--- src/rtl/pickup_pkg.sv ---
// Shared types and width helpers for the pickup sprite and its neighbours.
package pickup_pkg;
    typedef enum logic [1:0] {IDLE, ACTIVE, BLINK} pickup_state_t;

    localparam int SCREEN_W = 640;
    localparam int SCREEN_H = 480;
    localparam int COORD_W  = 10;
    localparam int SUM_W    = COORD_W + 1;   // bounds math carries into bit 10 near x = 1023

    // Counter width that still yields a 1-bit field for degenerate sizes.
    function automatic int cw(input int n);
        return (n <= 1) ? 1 : $clog2(n);
    endfunction
endpackage

--- src/rtl/pickup_sprite_if.sv ---
// Spawn/hit control, pixel query and status bus between game logic and the pickup sprite.
interface pickup_sprite_if;
    import pickup_pkg::*;

    logic               spawn;
    logic [COORD_W-1:0] Spawn_X, Spawn_Y;
    logic               hit;
    logic [COORD_W-1:0] DrawX, DrawY;
    logic               is_pickup;
    logic               active;
    logic               collected;
    logic [COORD_W-1:0] Pos_X, Pos_Y;

    modport master (output spawn, Spawn_X, Spawn_Y, hit, DrawX, DrawY,
                    input  is_pickup, active, collected, Pos_X, Pos_Y);
    modport slave  (input  spawn, Spawn_X, Spawn_Y, hit, DrawX, DrawY,
                    output is_pickup, active, collected, Pos_X, Pos_Y);
endinterface

--- src/rtl/pickup_sprite_rom.sv ---
// Combinational bitmap: a diamond centred in the cell, shrinking by one step per frame.
module pickup_sprite_rom
    import pickup_pkg::*;
#(
    parameter int SIZE   = 16,
    parameter int FRAMES = 2
) (
    input  logic [cw(FRAMES)-1:0] frame_idx,
    input  logic [cw(SIZE)-1:0]   row,
    output logic [SIZE-1:0]       row_bits
);
    // Opaque where the doubled Manhattan distance to the centre is within SIZE - 2*frame.
    always_comb begin : rom_lut
        int dr;
        int dc;
        row_bits = '0;
        dr = 2 * int'(row) - (SIZE - 1);
        if (dr < 0) dr = -dr;
        for (int c = 0; c < SIZE; c++) begin
            dc = 2 * c - (SIZE - 1);
            if (dc < 0) dc = -dc;
            row_bits[SIZE-1-c] = (dr + dc <= SIZE - 2 * int'(frame_idx));
        end
    end
endmodule

--- src/rtl/pickup_sprite.sv ---
// Time-limited animated pickup: spawn/expire/collect FSM, blink phase and per-pixel hit test.
module pickup_sprite
    import pickup_pkg::*;
#(
    parameter int SIZE         = 16,
    parameter int SCALE        = 1,
    parameter int FRAMES       = 2,
    parameter int ANIM_DIV     = 15,
    parameter int LIFETIME     = 600,
    parameter int BLINK_FRAMES = 120,
    parameter int BLINK_PERIOD = 8
) (
    input logic            Clk,
    input logic            Reset,
    input logic            frame_clk,
    pickup_sprite_if.slave bus
);
    localparam int LIFE_W = cw(LIFETIME + 1);
    localparam int ANIM_W = cw(ANIM_DIV);
    localparam int FRM_W  = cw(FRAMES);
    localparam int IDX_W  = cw(SIZE);
    localparam int BLK_W  = cw(BLINK_PERIOD);
    localparam int SHIFT  = (SCALE == 4) ? 2 : (SCALE == 2) ? 1 : 0;
    localparam int SPAN   = SIZE * SCALE;

    pickup_state_t      state, state_n;
    logic [LIFE_W-1:0]  life, life_n;
    logic [ANIM_W-1:0]  anim, anim_n;
    logic [FRM_W-1:0]   frame_idx, frame_n;
    logic [BLK_W-1:0]   blink_cnt, blink_n;
    logic               vis, vis_n;
    logic [COORD_W-1:0] pos_x, pos_y, pos_x_n, pos_y_n;
    logic               collected_q, collected_n;
    logic               fclk_q;
    logic               tick;

    assign tick = frame_clk & ~fclk_q;

    always_ff @(posedge Clk) begin
        if (Reset) begin
            state       <= IDLE;
            life        <= '0;
            anim        <= '0;
            frame_idx   <= '0;
            blink_cnt   <= '0;
            vis         <= 1'b0;
            pos_x       <= '0;
            pos_y       <= '0;
            collected_q <= 1'b0;
            fclk_q      <= 1'b0;
        end else begin
            state       <= state_n;
            life        <= life_n;
            anim        <= anim_n;
            frame_idx   <= frame_n;
            blink_cnt   <= blink_n;
            vis         <= vis_n;
            pos_x       <= pos_x_n;
            pos_y       <= pos_y_n;
            collected_q <= collected_n;
            fclk_q      <= frame_clk;
        end
    end

    always_comb begin
        state_n     = state;
        life_n      = life;
        anim_n      = anim;
        frame_n     = frame_idx;
        blink_n     = blink_cnt;
        vis_n       = vis;
        pos_x_n     = pos_x;
        pos_y_n     = pos_y;
        collected_n = 1'b0;
        case (state)
            IDLE: begin
                if (bus.spawn) begin
                    pos_x_n = bus.Spawn_X;
                    pos_y_n = bus.Spawn_Y;
                    life_n  = LIFE_W'(LIFETIME);
                    anim_n  = '0;
                    frame_n = '0;
                    blink_n = '0;
                    vis_n   = 1'b1;
                    state_n = ACTIVE;
                end
            end
            ACTIVE, BLINK: begin
                // A hit on the same edge as the final tick still counts as a collection.
                if (bus.hit) begin
                    collected_n = 1'b1;
                    state_n     = IDLE;
                end else if (tick) begin
                    life_n = life - 1'b1;
                    if (anim == ANIM_W'(ANIM_DIV - 1)) begin
                        anim_n  = '0;
                        frame_n = (frame_idx == FRM_W'(FRAMES - 1)) ? '0 : frame_idx + 1'b1;
                    end else begin
                        anim_n = anim + 1'b1;
                    end
                    if (state == BLINK) begin
                        if (blink_cnt == BLK_W'(BLINK_PERIOD - 1)) begin
                            blink_n = '0;
                            vis_n   = ~vis;
                        end else begin
                            blink_n = blink_cnt + 1'b1;
                        end
                    end
                    if (life_n == '0) begin
                        state_n = IDLE;
                    end else if (state == ACTIVE && life_n == LIFE_W'(BLINK_FRAMES)) begin
                        state_n = BLINK;
                        blink_n = '0;
                        vis_n   = 1'b1;
                    end
                end
            end
            default: state_n = IDLE;
        endcase
    end

    logic [SUM_W-1:0] dx, dy;
    logic             in_x, in_y, show;
    logic [IDX_W-1:0] col, row, col_r;
    logic [SIZE-1:0]  row_bits;

    // The 11-bit offsets double as the upper-bound test, so nothing wraps past x = 1023.
    assign dx    = {1'b0, bus.DrawX} - {1'b0, pos_x};
    assign dy    = {1'b0, bus.DrawY} - {1'b0, pos_y};
    assign in_x  = (bus.DrawX >= pos_x) && (dx < SUM_W'(SPAN));
    assign in_y  = (bus.DrawY >= pos_y) && (dy < SUM_W'(SPAN));
    assign col   = dx[IDX_W+SHIFT-1:SHIFT];
    assign row   = dy[IDX_W+SHIFT-1:SHIFT];
    assign col_r = ~col;
    assign show  = (state == ACTIVE) || (state == BLINK && vis);

    pickup_sprite_rom #(.SIZE(SIZE), .FRAMES(FRAMES)) u_rom (
        .frame_idx (frame_idx),
        .row       (row),
        .row_bits  (row_bits)
    );

    assign bus.is_pickup = show && in_x && in_y && row_bits[col_r];
    assign bus.active    = (state != IDLE);
    assign bus.collected = collected_q;
    assign bus.Pos_X     = pos_x;
    assign bus.Pos_Y     = pos_y;
endmodule

--- src/flat_wrapper.sv ---
// flat-port wrapper written by rule: the top's interface ports become plain ports
module pickup_sprite_flat import pickup_pkg::*;
#(
    parameter int SIZE         = 16,
    parameter int SCALE        = 1,
    parameter int FRAMES       = 2,
    parameter int ANIM_DIV     = 15,
    parameter int LIFETIME     = 600,
    parameter int BLINK_FRAMES = 120,
    parameter int BLINK_PERIOD = 8
)
  (Clk, Reset, frame_clk, bus_spawn, bus_Spawn_X, bus_Spawn_Y, bus_hit, bus_DrawX, bus_DrawY, bus_is_pickup, bus_active, bus_collected, bus_Pos_X, bus_Pos_Y);
  pickup_sprite_if bus_i ();
  input logic Clk;
  input logic Reset;
  input logic frame_clk;
  input wire logic [$bits(bus_i.spawn)-1:0] bus_spawn;
  input wire logic [$bits(bus_i.Spawn_X)-1:0] bus_Spawn_X;
  input wire logic [$bits(bus_i.Spawn_Y)-1:0] bus_Spawn_Y;
  input wire logic [$bits(bus_i.hit)-1:0] bus_hit;
  input wire logic [$bits(bus_i.DrawX)-1:0] bus_DrawX;
  input wire logic [$bits(bus_i.DrawY)-1:0] bus_DrawY;
  output wire logic [$bits(bus_i.is_pickup)-1:0] bus_is_pickup;
  output wire logic [$bits(bus_i.active)-1:0] bus_active;
  output wire logic [$bits(bus_i.collected)-1:0] bus_collected;
  output wire logic [$bits(bus_i.Pos_X)-1:0] bus_Pos_X;
  output wire logic [$bits(bus_i.Pos_Y)-1:0] bus_Pos_Y;
  assign bus_i.spawn = bus_spawn;
  assign bus_i.Spawn_X = bus_Spawn_X;
  assign bus_i.Spawn_Y = bus_Spawn_Y;
  assign bus_i.hit = bus_hit;
  assign bus_i.DrawX = bus_DrawX;
  assign bus_i.DrawY = bus_DrawY;
  assign bus_is_pickup = bus_i.is_pickup;
  assign bus_active = bus_i.active;
  assign bus_collected = bus_i.collected;
  assign bus_Pos_X = bus_i.Pos_X;
  assign bus_Pos_Y = bus_i.Pos_Y;
  pickup_sprite #(.SIZE(SIZE), .SCALE(SCALE), .FRAMES(FRAMES), .ANIM_DIV(ANIM_DIV), .LIFETIME(LIFETIME), .BLINK_FRAMES(BLINK_FRAMES), .BLINK_PERIOD(BLINK_PERIOD)) u_core (.Clk(Clk), .Reset(Reset), .frame_clk(frame_clk), .bus(bus_i));
endmodule
--- config.mk ---
export PLATFORM = sky130hd
export DESIGN_NAME = pickup_sprite_flat
export DESIGN_NICKNAME = d
export VERILOG_FILES = /design/src/rtl/pickup_pkg.sv /design/src/rtl/pickup_sprite_if.sv /design/src/rtl/pickup_sprite_rom.sv /design/src/rtl/pickup_sprite.sv /design/src/flat_wrapper.sv
export SDC_FILE = /design/constraint.sdc
export NUM_CORES = 1
export LEC_CHECK = 0
export BUFFER_PORTS_ARGS = -buffer_cell sky130_fd_sc_hd__buf_2
export CORE_MARGIN = 1
export CORE_UTILIZATION = 55
export CTS_BUF_LIST = sky130_fd_sc_hd__clkbuf_2
export DETAILED_ROUTE_END_ITERATION = 7
export GPL_ROUTABILITY_DRIVEN = 0
export HOLD_SLACK_MARGIN = 0.03
export PLACE_DENSITY = 0.76
export SYNTH_ARGS = -nofsm -noshare
export SYNTH_HDL_FRONTEND = slang
export SYNTH_HIERARCHICAL = 1
export SYNTH_SLANG_ARGS = --single-unit
--- constraint.sdc ---
create_clock -name Clk -period 15.85 [get_ports Clk]
set_input_delay 3.17 -clock Clk [delete_from_list [all_inputs] [get_ports Clk]]
set_output_delay 3.17 -clock Clk [all_outputs]
set_load 0.03 [all_outputs]
==> metrics.md, run 1 <==
| Metric | Value |
|---|---|
| Final period utilization | 66.0% |
| M2 GR Usage | 44.8% |
| Post-synth top cells | nand2_1, ha_1, inv_1 |
| Area contributors post-synth | dfxtp_1, ha_1, nand2_1 |
| Net count after synthesis | 624 |
| Clock sinks | 43 |
| Buf/Inv on CP | 3 |
| Total I/O pin count | 68 |
| Min cycle time layout | 10.47 ns |
| Global route hottest layer | met2 |
| Setup Skew | 0.0356 ns |
| RSZ-0062 raised after global routing | false |
| Cell family with most CP delay | compound AO/OA/AOI/OAI gates |
| Relative slew slack | 52.6% |
| Core Rows | 30 |
| Maximum buffer depth of the clock tree | 2 |
| Max Cap Violations | 0 |
| Endpoints failing hold | 0 |
| Gate Count Post-Synth | 524 |
| Largest net degree at the start of global routing | 37 |
| Die area | 7720 µm² |
| Sequential share of the synthesized area | 21.2% |
| First-pass DRT Iterations | 5 |
| PortBufs | 67 |
| Worst Path Required | 12.68 ns |
| ANT nets after route | 0 |
| Hold Startpoint | u_core/bus.Pos_Y[3]$_SDFFE_PP0P_ |
| Final std cells w/o fill | 667 |
| Clock slew at reported path FFs | 0.17 ns |
| Top FF cell, synth | dfxtp_1 |
| Peak VDD IR | 89.5 µV |
| Post_cts resized | 0 |
| Synthesized flop and latch total | 43 |
| Starting density of the core | 58.4% |
| Area Growth Syn to Fin | 8.67% |
| Hold/Removal Path Class | flop to flop |
| GR Overflow Total | 0 |
| Worst r2r src | u_core/state[0]$_SDFFE_PP0P_ |
| Startpoint Class | input pin |
| Met3 GRT Util | 2.73% |
| Remaining DRCs | 0 |
| Hold-fix buffers at CTS | 0 |
| Vias in the first global route | 3547 |
| Via count | 3956 |
| EDFF count, synth | 0 |
| Antenna cells | 0 |
| CP arrival | 7.30 ns |
| Fillers | 645 |
| Die Y | 87.9 µm |
| GRT Resource Usage Total | 25.5% |
| Crit Path Max Fanout | 6 |
| Static Leakage | 0.00198 µW |
| CP Capture Type | primary output |
| Initial antenna violation count | 0 |
| Layout cells sized above 1 | 15.8% |
| Cells after DPL | 659 |
| Max Freq | 0.0955 GHz |
| Yosys top cell area share | 21.2% |
| Chip width | 87.9 µm |
| CTS tree | yes |
| Top-count cell post-synth | nand2_1 |
| Count of cell types in the netlist | 63 |
| CP Cell Sequence | buf_2 -> ha_1 -> a21o_1 -> a21oi_1 -> xnor2_1 -> xor2_1 -> inv_1 -> ha_1 -> ha_1 -> a21o_1 -> a211o_1 -> o211ai_1 -> mux4_2 -> mux2i_1 -> mux2i_1 -> nand4_1 -> nor4_1 -> buf_2 |
| Min Hold Slack | 0.478 ns |
| Final Slew Violations | 0 |
| Setup crit start | bus_DrawY[1] |
| Worst setup path category | input pin to primary output |
| Drt total wl | 9820 µm |
| Outcome | completed |
| CP most frequent cell | ha_1 |
| Worst-Margin Slew | 0.711 ns |
| Largest stage delay, worst path | 0.40 ns |
| Total core area | 6940 µm² |
| Vias per cell | 5.93 |
| CTS buffer count | 5 |
| Post-synth ARST share | 0% |
| PwrDens | 135 nW/µm² |
| Global-route wire length before repair | 15600 µm |
| M1 GR Usage | 31.3% |
| Final setup violation count | 0 |
| DP Worst Slack | 5.43 ns |
| Detailed-route wire length per cell | 14.7 µm |
| Syn avg cell area | 7.74 µm² |
| Fin nets | 670 |
| Yosys warns | 6 |
| Post-Synthesis Cell Area | 4060 µm² |
| Yosys top cell by area | dfxtp_1 |
| Root Driver | clkbuf_2 |
| # Post-CTS Setup Buffers | 0 |
| Setup TNS | 0 ns |
| Critical path's slowest cell | xor2_1 |
| Latest clock arrival within the worst-skew pair | 0.41 ns |
| Clock H-tree levels | 2 |
| Final worst slack | 5.38 ns |
| HPWL after DPL | 7750 µm |
| Drt initial violations | 178 |
-- power by group --
part	leakage, µW	switching, µW	internal, µW
clock	0.0000330	33.3	12.0
sequential	0.000352	21.4	125
combinational	0.00160	230	173
-- through the flow --
stage / utilization [%] / power (µW) / instance area [µm²]
5_1_grt: 63.5 / 646 / 4410
3_5_place_dp: 62.9 / 545 / 4370
3_3_place_gp: 62.9 / 525 / 4370
2_1_floorplan: - / 488 / 4060
4_1_cts: 63.5 / 591 / 4410
6_report: 63.5 / 594 / 4410
-- kinds of logic (layout without fill, tap and decap cells) --
family	count (synthesis)	count (layout)	share of synthesized area, %
AND/OR/NAND/NOR	186	186	22.2
other	1	1	0.0925
multiplexers	12	12	4.26
AO/OA/AOI/OAI	138	138	23.7
adder cells (fa/ha/maj)	55	55	17.3
flip-flops	43	43	21.2
buffers and inverters	74	121	7.81
XOR/XNOR	15	15	3.43
-- cell usage in the layout, fill, tap and decap left out, types with 4 or more instances in the layout --
cell type | netlist | routed
a211o_1 | 10 | 10
nand3_1 | 8 | 8
a21oi_1 | 43 | 43
nor3_1 | 16 | 16
nand2b_1 | 9 | 9
nor2b_1 | 8 | 8
a211oi_1 | 5 | 5
xnor2_1 | 9 | 9
and2_1 | 6 | 6
nand4_1 | 9 | 9
dfxtp_1 | 43 | 43
nor2_1 | 37 | 37
nor4_1 | 8 | 8
o211a_1 | 4 | 4
a21o_1 | 9 | 9
clkbuf_2 | 0 | 7
buf_2 | 1 | 67
inv_1 | 46 | 46
o21ai_0 | 20 | 20
or4_1 | 4 | 4
o211ai_1 | 8 | 8
mux4_2 | 4 | 4
xor2_1 | 5 | 5
mux2i_1 | 6 | 6
ha_1 | 53 | 53
nand2_1 | 67 | 67
a31oi_1 | 5 | 5
-- worst paths after layout --
path / end / slack, ns / depth (start not counted)
hold / removal: u_core/bus.Pos_Y[3]$_SDFFE_PP0P_ / 0.48 / 2
setup reg to reg: u_core/blink_cnt[1]$_SDFFE_PP0P_ / 13.24 / 8
hold reg to reg: u_core/bus.Pos_Y[3]$_SDFFE_PP0P_ / 0.48 / 2
setup / recovery: bus_is_pickup / 5.38 / 18
-- per-layer routing --
layer	share of wire [%]	up-vias
met5	0	-
li1	-	1970
met3	4.6	28
met4	2.8	0
met1	44	1837
met2	49	121
-- state kept, by name, summed over array words and instances, names as in the netlist --
name and cells:
u_core/blink_cnt 3, u_core/vis 1, u_core/fclk_q 1, u_core/bus.Pos_X 10
u_core/life 10, u_core/anim 4, u_core/bus.Pos_Y 10, u_core/state 2
u_core/frame_idx 1, u_core/bus.collected 1
-- worst min-delay path: stages, from the launching register on --
cell and delay [ns]:
dfxtp_1 0.35, nand2_1 0.05, a21oi_1 0.05
-- final cells by class --
class | instances | area (µm²) | share of cell area [%]
Timing Repair Buffer | 67 | 335 | 7.61
Clock buffer | 7 | 35.0 | 0.795
Clock inverter | 1 | 5.00 | 0.114
Tap cell | 96 | 120 | 2.73
Multi-Input combinational cell | 407 | 2880 | 65.3
Inverter | 46 | 173 | 3.92
Sequential cell | 43 | 861 | 19.5
Note: power is estimated with default switching activity, not from simulation.
==> run 2, diff against run 1 <==
- CORE_UTILIZATION: 55 -> 53
- PLACE_DENSITY: 0.76 -> 0.77
- clock period: 15.85 -> 8.75 ns (I/O delays scaled with it)
==> metrics.md, run 2 (synthesis gave the netlist of run 1 again) <==
| Metric | Value |
|---|---|
| # Post-CTS Setup Buffers | 0 (unchanged) |
| Vias in the first global route | 3558 (+0.31%) |
| Largest stage delay, worst path | 0.43 ns (+0.03 ns) |
| Antenna cells | 0 (unchanged) |
| Global-route wire length before repair | 15800 µm (+0.88%) |
| GRT Resource Usage Total | 25.1% (-0.35 points) |
| Buf/Inv on CP | 4 (+1) |
| Vias per cell | 5.91 (-0.42%) |
| Max Freq | 0.132 GHz |
| Final Slew Violations | 0 (unchanged) |
| Endpoints failing hold | 0 (unchanged) |
| Hold-fix buffers at CTS | 0 (unchanged) |
| PortBufs | 67 (unchanged) |
| RSZ-0062 raised after global routing | false |
| Drt total wl | 10100 µm (+2.5%) |
| PwrDens | 256 nW/µm² (+90%) |
| Fin nets | 670 (unchanged) |
| Startpoint Class | input pin |
| Critical path's slowest cell | xor2_1 |
| Total I/O pin count | 68 (unchanged) |
| Static Leakage | 0.00200 µW (+1.0%) |
| Clock H-tree levels | 2 (unchanged) |
| CP arrival | 5.84 ns (-1.46 ns) |
| Worst-Margin Slew | 0.713 ns (+0.00190 ns) |
| Crit Path Max Fanout | 6 (unchanged) |
| Most frequent cells in the layout | buf_2, nand2_1, ha_1 |
| Peak VDD IR | 146 µV (+63%) |
| Die area | 8000 µm² (+3.7%) |
| Stages on worst setup path | 19 (+1) |
| Drt initial violations | 183 (+2.8%) |
| Final setup violation count | 0 (unchanged) |
| Relative slew slack | 52.5% (-0.13 points) |
| Largest net degree at the start of global routing | 37 (unchanged) |
| Max Cap Violations | 0 (unchanged) |
| Outcome | completed |
| CTS buffer count | 5 (unchanged) |
| Cell family with most CP delay | XOR/XNOR gates |
| Layout cells sized above 1 | 15.8% (unchanged) |
| Remaining DRCs | 0 (unchanged) |
| CP Capture Type | primary output |
| Core Rows | 31 (+3.3%) |
| Area Growth Syn to Fin | 10.0% |
| Setup Skew | 0.0133 ns (-0.0224 ns) |
| Initial antenna violation count | 0 (unchanged) |
| Maximum buffer depth of the clock tree | 2 (unchanged) |
| Total core area | 7330 µm² (+5.6%) |
| Worst setup path category | input pin to primary output |
| Min cycle time layout | 7.59 ns |
| Die Y | 89.5 µm (+1.8%) |
| Worst Path Required | 7.00 ns (-5.68 ns) |
| Root Driver | clkbuf_2 |
| Via count | 3957 (+0.025%) |
| Chip width | 89.5 µm (+1.8%) |
| GR Overflow Total | 0 (unchanged) |
| Cell area after layout | 4460 µm² (+1.2%) |
| CP most frequent cell | ha_1 |
| Setup TNS | 0 ns (unchanged) |
| Post_cts resized | 0 (unchanged) |
| Starting density of the core | 55.3% (-3.1 points) |
| HPWL after DPL | 7940 µm (+2.4%) |
| First-pass DRT Iterations | 5 (unchanged) |
| Latest clock arrival within the worst-skew pair | 0.40 ns (about the same) |
| Hold/Removal Path Class | flop to flop |
| Clock sinks | 43 (unchanged) |
| Hold Path Cell Cnt | 2 (unchanged) |
| CP Cell Sequence | buf_2 -> ha_1 -> a21o_1 -> a21oi_1 -> xnor2_1 -> xor2_1 -> inv_1 -> ha_1 -> xnor2_1 -> inv_1 -> ha_1 -> a211o_1 -> o211ai_1 -> mux4_2 -> mux2i_1 -> mux2i_1 -> nand4_1 -> nor4_1 -> buf_2 |
| CTS tree | yes |
| Detailed-route wire length per cell | 15.0 µm (+2.0%) |
| Clock slew at reported path FFs | 0.20 ns (+0.03 ns) |
| Placed instance area | 4370 µm² (about the same) |
| Final period utilization | 86.7% |
| ANT nets after route | 0 (unchanged) |
| Reg2Reg Depth | 6 (-2) |
==> run 2: worst register-to-register path, stage by stage (launching register included) <==
cell       delay (ns)
dfxtp_1          0.50
or4_1            0.67
o21a_1           0.25
o41ai_4          0.37
nand4bb_2        0.24
o211a_1          0.28
a22o_1           0.23
==> run 2: layout make-up <==
| type | instances | area (µm²) |
|---|---|---|
| Sequential cell | 43 | 861 |
| Clock buffer | 6 | 30.0 |
| Fill cell | 671 | 2870 |
| Clock inverter | 2 | 60.1 |
| Tap cell | 99 | 124 |
| Inverter | 46 | 173 |
| Timing Repair Buffer | 67 | 335 |
| Multi-Input combinational cell | 407 | 2880 |
==> run 2: metal layers <==
metal,part of all wire [%],vias to the layer above,GRT usage [%]
met2,48,132,43.4
li1,-,1971,-
met4,2.4,0,9.09
met3,4.9,26,3.32
met1,44,1828,32.1
met5,0,-,0
==> run 2: per-stage QoR <==
stage	setup slack [ns]	total power [µW]	utilization (%)	hold slack (ns)	cells
global placement	1.35	952	59.6	0.457	662
CTS	1.20	1130	60.8	0.492	670
detailed placement	1.22	990	59.6	0.467	662
finish	1.16	1140	60.8	0.488	670
floorplan	1.17	883	-	0.453	524
global route	0.892	1240	60.8	0.511	670
==> run 2: path summary, 6_finish.rpt <==
check,start,end,slack (ns)
worst min register to register,u_core/bus.Pos_Y[1]$_SDFFE_PP0P_,u_core/bus.Pos_Y[1]$_SDFFE_PP0P_,0.49
worst max register to register,u_core/life[4]$_SDFFE_PP0P_,u_core/blink_cnt[1]$_SDFFE_PP0P_,6.14
worst max-delay path,bus_DrawY[1],bus_is_pickup,1.16
worst min-delay path,u_core/bus.Pos_Y[1]$_SDFFE_PP0P_,u_core/bus.Pos_Y[1]$_SDFFE_PP0P_,0.49
==> run 2: report_power, final <==
part	leakage (µW)	internal, µW	switching [µW]
combinational	0.00160	314	422
sequential	0.000352	226	38.7
clock	0.0000532	78.2	63.9
==> run 3, diff against run 2 <==
- BUFFER_PORTS_ARGS: -buffer_cell sky130_fd_sc_hd__buf_2 -> not set
- CORE_UTILIZATION: 53 -> 55
- DONT_BUFFER_PORTS: not set -> 1
- PLACE_DENSITY: 0.77 -> 0.71
==> metrics.md, run 3 (synthesis gave the netlist of run 1 again) <==
| Metric | Value |
|---|---|
| Outcome | completed |
| GR Overflow Total | 0 (unchanged) |
| Vias in the first global route | 3329 (-6.4%) |
| Relative slew slack | 46.5% (-6.0 points) |
| CP Capture Type | primary output |
| CP arrival | 5.63 ns (-0.21 ns) |
| Setup TNS | 0 ns (unchanged) |
| Final period utilization | 84.3% (-2.4 points) |
| Hold-fix buffers at CTS | 0 (unchanged) |
| ANT nets after route | 0 (unchanged) |
| Final setup violation count | 0 (unchanged) |
| Die area | 7720 µm² (-3.6%) |
| Min cycle time layout | 7.38 ns (-0.206 ns) |
| CTS buffer count | 5 (unchanged) |
| RSZ-0062 raised after global routing | false |
| # Post-CTS Setup Buffers | 0 (unchanged) |
| HPWL after DPL | 7410 µm (-6.7%) |
| Startpoint Class | input pin |
| Drt initial violations | 181 (-1.1%) |
| Final Slew Violations | 0 (unchanged) |
| Crit Path Max Fanout | 6 (unchanged) |
| Setup Skew | 0.0254 ns (+0.0121 ns) |
| Drt total wl | 9560 µm (-5.0%) |
| Clock sinks | 43 (unchanged) |
| Starting density of the core | 58.4% (+3.1 points) |
| CTS tree | yes |
| Max Cap Violations | 0 (unchanged) |
| Fin nets | 604 (-9.9%) |
| Layout cells sized above 1 | 4.75% (-11 points) |
| Overall Power | 1090 µW (-4.9%) |
| Maximum buffer depth of the clock tree | 2 (unchanged) |
| Clock slew at reported path FFs | 0.24 ns (+0.04 ns) |
| Fillers | 654 (-2.5%) |
| Via count | 3703 (-6.4%) |
| Global-route wire length before repair | 15300 µm (-3.0%) |
| Endpoints failing hold | 0 (unchanged) |
| Initial antenna violation count | 0 (unchanged) |
| Clock H-tree levels | 2 (unchanged) |
| Vias per cell | 6.16 (+4.3%) |
| Storage element area | 861 µm² (unchanged) |
| Worst setup path category | input pin to primary output |
| Detailed-route wire length per cell | 15.9 µm (+5.9%) |
| GRT Resource Usage Total | 25.2% (+0.028 points) |
| Remaining DRCs | 0 (unchanged) |
| Hold/Removal Path Class | flop to flop |
| Worst Path Required | 7.00 ns (about the same) |
| First-pass DRT Iterations | 6 (+1) |
| Area Growth Syn to Fin | 1.36% |
| Largest net degree at the start of global routing | 37 (unchanged) |
| Chip width | 87.9 µm (-1.8%) |
| Latest clock arrival within the worst-skew pair | 0.43 ns (+0.03 ns) |
| Worst-Margin Slew | 0.803 ns (+0.0901 ns) |
| PwrDens | 264 nW/µm² (+3.2%) |
| Commonest non-fill, non-tap cell in the layout | nand2_1 |
| Most frequent cells in the layout | nand2_1, ha_1, inv_1 |
| Core Rows | 30 (-3.2%) |
| Total core area | 6940 µm² (-5.3%) |
| Die Y | 87.9 µm (-1.8%) |
| PortBufs | 0 (-100%) |
| Peak VDD IR | 174 µV (+19%) |
| Root Driver | clkbuf_2 |
| Post_cts resized | 0 (unchanged) |
| Max Freq | 0.136 GHz (+2.8%) |
| Total I/O pin count | 68 (unchanged) |
| Multi-input gate area | 2880 µm² (unchanged) |
| Static Leakage | 0.00170 µW (-15%) |
| Antenna cells | 0 (unchanged) |
-- run 3: changes by cell type in the layout (fill, tap and decap cells not counted), sizes merged --
cell / delta
buf: -66
bufinv: -1
clkinvlp: +1
clkbuf: -1
inv: +1
-- run 3: per-layer routing --
| metal | GRT usage [%] | part of all wire [%] |
|---|---|---|
| met1 | 31.9 | 44 |
| met2 | 42.5 | 47 |
| met3 | 4.90 | 7.2 |
| met4 | 8.79 | 2.2 |
| met5 | 0 | 0 |
-- run 3: cell type report --
class,count,share of cell area [%]
multi-input cells,407,70.0
flip-flops and latches,43,20.9
inverters,46,4.20
well taps,96,2.92
clock inverters,3,1.13
clock buffers,5,0.609
repair buffers,1,0.183
-- run 3: final timing paths --
path	startpoint	end	slack, ns	cells after the start
worst max-delay path	bus_DrawY[0]	bus_is_pickup	1.37	19
worst min-delay path	u_core/blink_cnt[2]$_SDFFE_PP0P_	u_core/blink_cnt[2]$_SDFFE_PP0P_	0.52	1
worst max register to register	u_core/life[4]$_SDFFE_PP0P_	u_core/blink_cnt[1]$_SDFFE_PP0P_	6.14	6
worst min register to register	u_core/blink_cnt[2]$_SDFFE_PP0P_	u_core/blink_cnt[2]$_SDFFE_PP0P_	0.52	1
-- run 3: power by group --
| group | leakage [µW] | switching (µW) | internal (µW) |
|---|---|---|---|
| clock | 0.0000396 | 73.7 | 49.2 |
| combinational | 0.00131 | 377 | 296 |
| sequential | 0.000352 | 64.1 | 226 |
-- run 3: critical path: stages --
cell	delay [ns]
inv_1	0.02
ha_1	0.19
inv_1	0.08
a21o_1	0.13
a21oi_1	0.08
xnor2_1	0.42
xor2_1	0.42
inv_1	0.14
ha_1	0.32
ha_1	0.31
a21o_1	0.18
a211o_1	0.29
o211ai_1	0.11
mux4_2	0.28
mux2i_1	0.07
mux2i_1	0.18
nand4_1	0.12
nor4_1	0.32
buf_4	0.22
-- run 3: through the flow --
step	instance area, µm²	hold slack [ns]	worst slack, ns	cells	util [%]
global route	4110	0.543	1.12	601	59.2
finish	4110	0.524	1.37	601	59.2
detailed placement	4040	0.475	1.39	593	58.2
floorplan	4060	0.453	1.17	524	-
global placement	4040	0.471	1.56	593	58.2
CTS	4110	0.524	1.40	601	59.2
